--- config.mk ---
export PLATFORM = sky130hd
export DESIGN_NAME = barrel_shift_pipe_flat
export DESIGN_NICKNAME = d
export VERILOG_FILES = /design/src/rtl/bshift_if.sv /design/src/rtl/barrel_shift_pipe.sv /design/src/flat_wrapper.sv
export SDC_FILE = /design/constraint.sdc
export NUM_CORES = 1
export LEC_CHECK = 0
export ABC_AREA = 1
export ABC_CLOCK_PERIOD_IN_PS = 2009
export CORE_MARGIN = 1
export CORE_UTILIZATION = 59
export CTS_CLUSTER_SIZE = 30
export DETAILED_ROUTE_END_ITERATION = 6
export PLACE_DENSITY_LB_ADDON = 0.1
export SETUP_SLACK_MARGIN = 0.15
export SLEW_MARGIN = 20
export SYNTH_ARGS = -nofsm -noshare
export SYNTH_HDL_FRONTEND = slang
export SYNTH_SLANG_ARGS = --single-unit
--- constraint.sdc ---
create_clock -name clk -period 2.01 [get_ports clk]
set_clock_uncertainty 0.2 [all_clocks]
set_input_delay 0.402 -clock clk [delete_from_list [all_inputs] [get_ports clk]]
set_output_delay 0.402 -clock clk [all_outputs]
set_load 0.005 [all_outputs]
--- src/rtl/bshift_if.sv ---
// bshift_if: operand/result handshake bundle for barrel_shift_pipe.
//   master : producer/consumer side. It drives in_* and out_ready, and it observes in_ready and out_*.
//   slave  : shifter side. It drives in_ready and out_*, and it observes in_* and out_ready.
//   in_valid/in_ready   issue handshake
//   in_data/amt/op/tag  operand, shift amount, opcode, routing tag
//   out_valid/out_ready result handshake
//   out_data/tag/zero   result, returned tag, result-is-zero flag
interface bshift_if #(
  parameter int WIDTH = 32,
  parameter int TAG_W = 4
);
  localparam int SHW = $clog2(WIDTH);

  logic             in_valid;
  logic             in_ready;
  logic [WIDTH-1:0] in_data;
  logic [SHW-1:0]   in_amt;
  logic [1:0]       in_op;
  logic [TAG_W-1:0] in_tag;
  logic             out_valid;
  logic             out_ready;
  logic [WIDTH-1:0] out_data;
  logic [TAG_W-1:0] out_tag;
  logic             out_zero;

  modport master (
    output in_valid, in_data, in_amt, in_op, in_tag, out_ready,
    input  in_ready, out_valid, out_data, out_tag, out_zero
  );

  modport slave (
    input  in_valid, in_data, in_amt, in_op, in_tag, out_ready,
    output in_ready, out_valid, out_data, out_tag, out_zero
  );
endinterface

--- src/rtl/barrel_shift_pipe.sv ---
// barrel_shift_pipe: fully pipelined barrel shifter, one register stage per shift level.
// Stage k applies a shift of 2^(SHW-1-k) when the matching amount bit is set, so the MSB level comes first.
// Ops: 00 SLL, 01 SRL, 10 SRA, 11 ROR.
// The ROR op exists only when BSHIFT_ROTATE_EN is defined. Otherwise op 11 behaves as SRL.
// Ports:
//   clk, rst_n : clock and asynchronous active-low reset
//   bus        : bshift_if.slave, which carries the in_* issue handshake and the out_* result handshake
// The pipeline stalls as a whole when the final stage holds a result that the consumer does not take.
// in_ready is the inverse of that stall.
module barrel_shift_pipe #(
  parameter int WIDTH = 32,
  parameter int TAG_W = 4
) (
  input  logic     clk,
  input  logic     rst_n,
  bshift_if.slave  bus
);
  localparam int SHW = $clog2(WIDTH);

  localparam logic [1:0] OP_SLL = 2'b00;
  localparam logic [1:0] OP_SRL = 2'b01;
  localparam logic [1:0] OP_SRA = 2'b10;
`ifdef BSHIFT_ROTATE_EN
  localparam logic [1:0] OP_ROR = 2'b11;
`endif

  typedef struct packed {
    logic [WIDTH-1:0] data;
    logic [SHW-1:0]   amt;
    logic [1:0]       op;
    logic [TAG_W-1:0] tag;
    logic             sign;   // original operand MSB, used as the SRA fill bit
  } stage_t;

  stage_t         st_q [SHW];
  stage_t         st_d [SHW];
  logic [SHW-1:0] vld_pipe;
  logic           zero_q;
  logic           stall;

  assign stall        = vld_pipe[SHW-1] & ~bus.out_ready;
  assign bus.in_ready = ~stall;

  // Each level reads the previous stage register (level 0 reads the issue port).
  // The level then applies its fixed power-of-two shift when its amount bit is set.
  always_comb begin
    stage_t cur;
    int     sh;
    cur = '0;
    sh  = 0;
    for (int k = 0; k < SHW; k++) begin
      if (k == 0) begin
        cur.data = bus.in_data;
        cur.amt  = bus.in_amt;
        cur.op   = bus.in_op;
        cur.tag  = bus.in_tag;
        cur.sign = bus.in_data[WIDTH-1];
      end else begin
        cur = st_q[k-1];
      end
      sh      = 1 << (SHW - 1 - k);
      st_d[k] = cur;
      if (cur.amt[SHW-1-k]) begin
        case (cur.op)
          OP_SLL:  st_d[k].data = cur.data << sh;
          OP_SRL:  st_d[k].data = cur.data >> sh;
          OP_SRA:  st_d[k].data = (cur.data >> sh) |
                                  ({WIDTH{cur.sign}} & ~({WIDTH{1'b1}} >> sh));
`ifdef BSHIFT_ROTATE_EN
          OP_ROR:  st_d[k].data = (cur.data >> sh) | (cur.data << (WIDTH - sh));
`endif
          default: st_d[k].data = cur.data >> sh;
        endcase
      end
    end
  end

  always_ff @(posedge clk or negedge rst_n) begin
    if (!rst_n) begin
      vld_pipe <= '0;
      zero_q   <= 1'b0;
      for (int k = 0; k < SHW; k++) st_q[k] <= '0;
    end else if (!stall) begin
      // Empty slots advance as bubbles, and their data is don't-care.
      vld_pipe <= {vld_pipe[SHW-2:0], bus.in_valid};
      for (int k = 0; k < SHW; k++) st_q[k] <= st_d[k];
      zero_q   <= (st_d[SHW-1].data == '0);
    end
  end

  assign bus.out_valid = vld_pipe[SHW-1];
  assign bus.out_data  = st_q[SHW-1].data;
  assign bus.out_tag   = st_q[SHW-1].tag;
  assign bus.out_zero  = zero_q;
endmodule

--- src/flat_wrapper.sv ---
// flat-port wrapper written by rule: the top's interface ports become plain ports
module barrel_shift_pipe_flat 
#(
  parameter int WIDTH = 32,
  parameter int TAG_W = 4
)
  (clk, rst_n, bus_in_valid, bus_in_data, bus_in_amt, bus_in_op, bus_in_tag, bus_out_ready, bus_in_ready, bus_out_valid, bus_out_data, bus_out_tag, bus_out_zero);
  bshift_if #(.WIDTH(WIDTH), .TAG_W(TAG_W)) bus_i ();
  input  logic clk;
  input  logic rst_n;
  input wire logic [$bits(bus_i.in_valid)-1:0] bus_in_valid;
  input wire logic [$bits(bus_i.in_data)-1:0] bus_in_data;
  input wire logic [$bits(bus_i.in_amt)-1:0] bus_in_amt;
  input wire logic [$bits(bus_i.in_op)-1:0] bus_in_op;
  input wire logic [$bits(bus_i.in_tag)-1:0] bus_in_tag;
  input wire logic [$bits(bus_i.out_ready)-1:0] bus_out_ready;
  output wire logic [$bits(bus_i.in_ready)-1:0] bus_in_ready;
  output wire logic [$bits(bus_i.out_valid)-1:0] bus_out_valid;
  output wire logic [$bits(bus_i.out_data)-1:0] bus_out_data;
  output wire logic [$bits(bus_i.out_tag)-1:0] bus_out_tag;
  output wire logic [$bits(bus_i.out_zero)-1:0] bus_out_zero;
  assign bus_i.in_valid = bus_in_valid;
  assign bus_i.in_data = bus_in_data;
  assign bus_i.in_amt = bus_in_amt;
  assign bus_i.in_op = bus_in_op;
  assign bus_i.in_tag = bus_in_tag;
  assign bus_i.out_ready = bus_out_ready;
  assign bus_in_ready = bus_i.in_ready;
  assign bus_out_valid = bus_i.out_valid;
  assign bus_out_data = bus_i.out_data;
  assign bus_out_tag = bus_i.out_tag;
  assign bus_out_zero = bus_i.out_zero;
  barrel_shift_pipe #(.WIDTH(WIDTH), .TAG_W(TAG_W)) u_core (.clk(clk), .rst_n(rst_n), .bus(bus_i));
endmodule
==> summary.txt <==
Worst setup path
  • CP Data Arrival Time: 2.06 ns
  • Max incr delay on CP: 0.51 ns
  • Crit Path Max Fanout: 8
  • Critical-path cell list: clkbuf_16 -> or2_1 -> nand2_1 -> nand2_1 -> nor2_1 -> nand2_1 -> nor2_1 -> nand2_1 -> nand2_1
  • Kind of cell with the highest combined delay on the critical path: simple AND/OR/NAND/NOR gates
  • CP max-delay cell: dfrtp_2
  • Critical Path RT: 2.24 ns
  • CP most frequent cell: nand2_1
  • Critical Path Sink Type: flop
  • Worst setup path category: flop to flop
  • Startpoint types: flop
  • WP buf/inv: 1

Global routing
  • Grt total ovfl: 0
  • GRT Util Overall: 28.05%
  • First-pass GRT wire length: 41870 um
  • Vias in the first global route: 8495
  • Initial antenna violation count: 0
  • Largest net degree at the start of global routing: 62

Clocking
  • Clock root buffer: clkbuf_16
  • CTS max path bufs: 3
  • Total CTS buffers: 23
  • Worst skew pair latency: 0.50 ns
  • CTS tree: done
  • Clock transition at path regs: 0.06 ns
  • Sink Count: 208
  • Maximum level of the CTS H-tree: 1

Floorplanning
  • Chip width: 136.6 um
  • Die area: 18660 um2
  • Row count: 48
  • Core area: 17480 um2
  • Die Ht: 136.6 um
  • I/O pin count: 86
  • Starting Density: 61.17%

Placed design
  • Final GP Congestion: 0.8564
  • Dpl cell area: 11700 um2
  • DP Wirelength: 17700 um
  • Dpl ws: -0.1374 ns
  • # port buffers: 85

Pwr
  • Clock power share: 20.0%
  • Worst vdd ir: 0.8551 mV
  • Comb pwr share: 43.3%
  • Total design power: 21.36 mW
  • Sw Share: 41.25%
  • Int Pwr: 12.55 mW
  • Pwr/cell area: 1675 nW/um2
  • Net load switching power: 8.811 mW
  • Pleak: 5.855 nW
  • Reg power frac: 36.8%

Timing
  • RSZ-0062 raised after global routing: no
  • Hold Slack: 0.2573 ns
  • Final period util: 90.76%
  • Fmax: 0.5482 GHz
  • Worst-Margin Slew: 0.5752 ns
  • Final hold viol count: 0
  • Tmin final: 1.824 ns
  • Final worst setup slack: 0.1857 ns
  • Final Max Slew Viols: 0
  • Final setup violation count: 0
  • Worst slew margin: 61.65%

Layout
  • Syn-to-layout area delta: 19.25%
  • Most common cell after layout, fill and taps aside: nand2_1
  • Leading cell types in the layout, fill and taps excluded: 292 x nand2_1, 233 x o21ai_0, 207 x dfrtp_1
  • Antenna fix cells: 0
  • # nets final: 1476
  • Fill cell count: 1362
  • Post-route design area: 12750 um2
  • Share of post-route cells with drive strength above 1: 10.24%

Logic synthesis
  • Mapped Area: 10690 um2
  • Avg Cell Area, Syn: 7.786 um2
  • Post-synthesis register bit count: 208
  • Post-synth EDFFs: 0
  • Top FF cell, synth: dfrtp_1
  • Synth Net Count: 1420
  • Async set-or-reset flop fraction in the synthesized netlist: 100.0%
  • Syn Inst Count: 1373
  • Synth warn: 0
  • Sequential area share after synthesis: 48.69%
  • Synth unique cells: 27

Drt
  • DR vias: 9451
  • Drt first pass iters: 5
  • Avg WL per Cell: 15.75 um
  • # DRC: 0
  • Via density: 5.659
  • 1st-iter DRT viols: 647
  • Final ANT Viol Nets: 0
  • Post-Route WL: 26300 um

Status
  • Status: completed

Job
  • MaxCap Viol Count: 0

Hold path
  • Min-delay worst type: primary input to async pin
[synth_stat cells, types with 2 or more instances]
master,number,area (um2)
o21ai_0,233,1166
nand3_1,31,155.2
o211ai_1,16,120.1
clkbuf_1,50,187.7
buf_2,33,165.2
inv_1,86,322.8
o21ai_1,4,20.02
inv_2,5,18.77
nor2_1,149,559.3
buf_4,40,300.3
nand2_1,301,1130
buf_6,10,112.6
or2_1,25,156.4
clkinv_1,3,11.26
a31oi_1,100,625.6
dfrtp_1,208,5205
a21oi_1,68,340.3
o21a_1,2,15.01
[sequential cells by signal, indices dropped and copies added (netlist names)]
signal	count
u_core.bus.out_data	32
u_core.bus.out_tag	4
u_core.bus.out_zero	1
u_core.st_d	38
u_core.st_q	128
u_core.vld_pipe	5
[routing by layer]
layer  global-route usage (%)  routed length (um)  up-vias
met3                    3.222                1079       67
met4                    10.19                 954        0
met2                    47.60               12990      300
met1                    37.08               11280     4450
met5                        0                   0        -
li1                         -                   -     4634
[area by class of cell]
class,count,area [um2],share of cell area [%]
Sequential cell,208,5206,40.84
Multi-Input combinational cell,938,4433,34.77
Timing Repair Buffer,163,1665,13.06
Clock buffer,27,620.6,4.868
Inverter,94,376.6,2.954
Tap cell,225,281.5,2.208
Clock inverter,14,157.7,1.237
Timing Repair inverter,1,7.507,0.05889
[worst paths after layout]
kind,from,to,slack (ns),depth (start not counted)
max,u_core.st_d[7]$_DFFE_PN0N_,u_core.bus.out_zero$_DFFE_PN0N_,0.19,9
min,rst_n,u_core.bus.out_data[7]$_DFFE_PN0N_,0.26,2
max reg2reg,u_core.st_d[7]$_DFFE_PN0N_,u_core.bus.out_zero$_DFFE_PN0N_,0.19,9
min reg2reg,u_core.bus.out_tag[1]$_DFFE_PN0N_,u_core.bus.out_tag[1]$_DFFE_PN0N_,0.27,2
max in group asynchronous,rst_n,u_core.bus.out_tag[2]$_DFFE_PN0N_,0.75,3
min in group clk,bus_in_amt[0],u_core.st_d[139]$_DFFE_PN0N_,0.26,3
[cells by family (layout without fill, tap and decap cells)]
logic type | count (synthesis) | in the layout | synth area share (%)
flip-flops | 208 | 208 | 48.69
AO/OA/AOI/OAI | 425 | 425 | 21.63
buffers and inverters | 228 | 299 | 10.50
AND/OR/NAND/NOR | 512 | 513 | 19.18
[power groups by stage]
| stage | combinational (mW) | sequential (mW) | clock, mW |
|---|---|---|---|
| final | 9.24 | 7.85 | 4.26 |
| after global routing | 10.4 | 8.08 | 4.51 |
| after CTS | 8.61 | 7.75 | 4.31 |
| after detailed placement | 8.68 | 7.83 | 0 |
| after global placement | 8.45 | 7.77 | 0 |
| after floorplan | 6.68 | 7.26 | 0 |
[per-stage QoR]
step                      util, %  setup TNS, ns  cells
after floorplan                 -              0   1373
after global placement      66.95         -8.648   1605
after detailed placement    66.95         -9.833   1605
after CTS                   71.52              0   1655
after global routing        72.95              0   1670
final                       72.95              0   1670
[repair_timing]
item	CTS	global route
endpoints found under the hold margin	54	0
setup endpoints to repair	39	20
pin swaps	0	9
setup buffers	8	8
hold buffers	1	0
resized for setup	39	27
cloned	0	7
(Power assumes the default switching activity.)
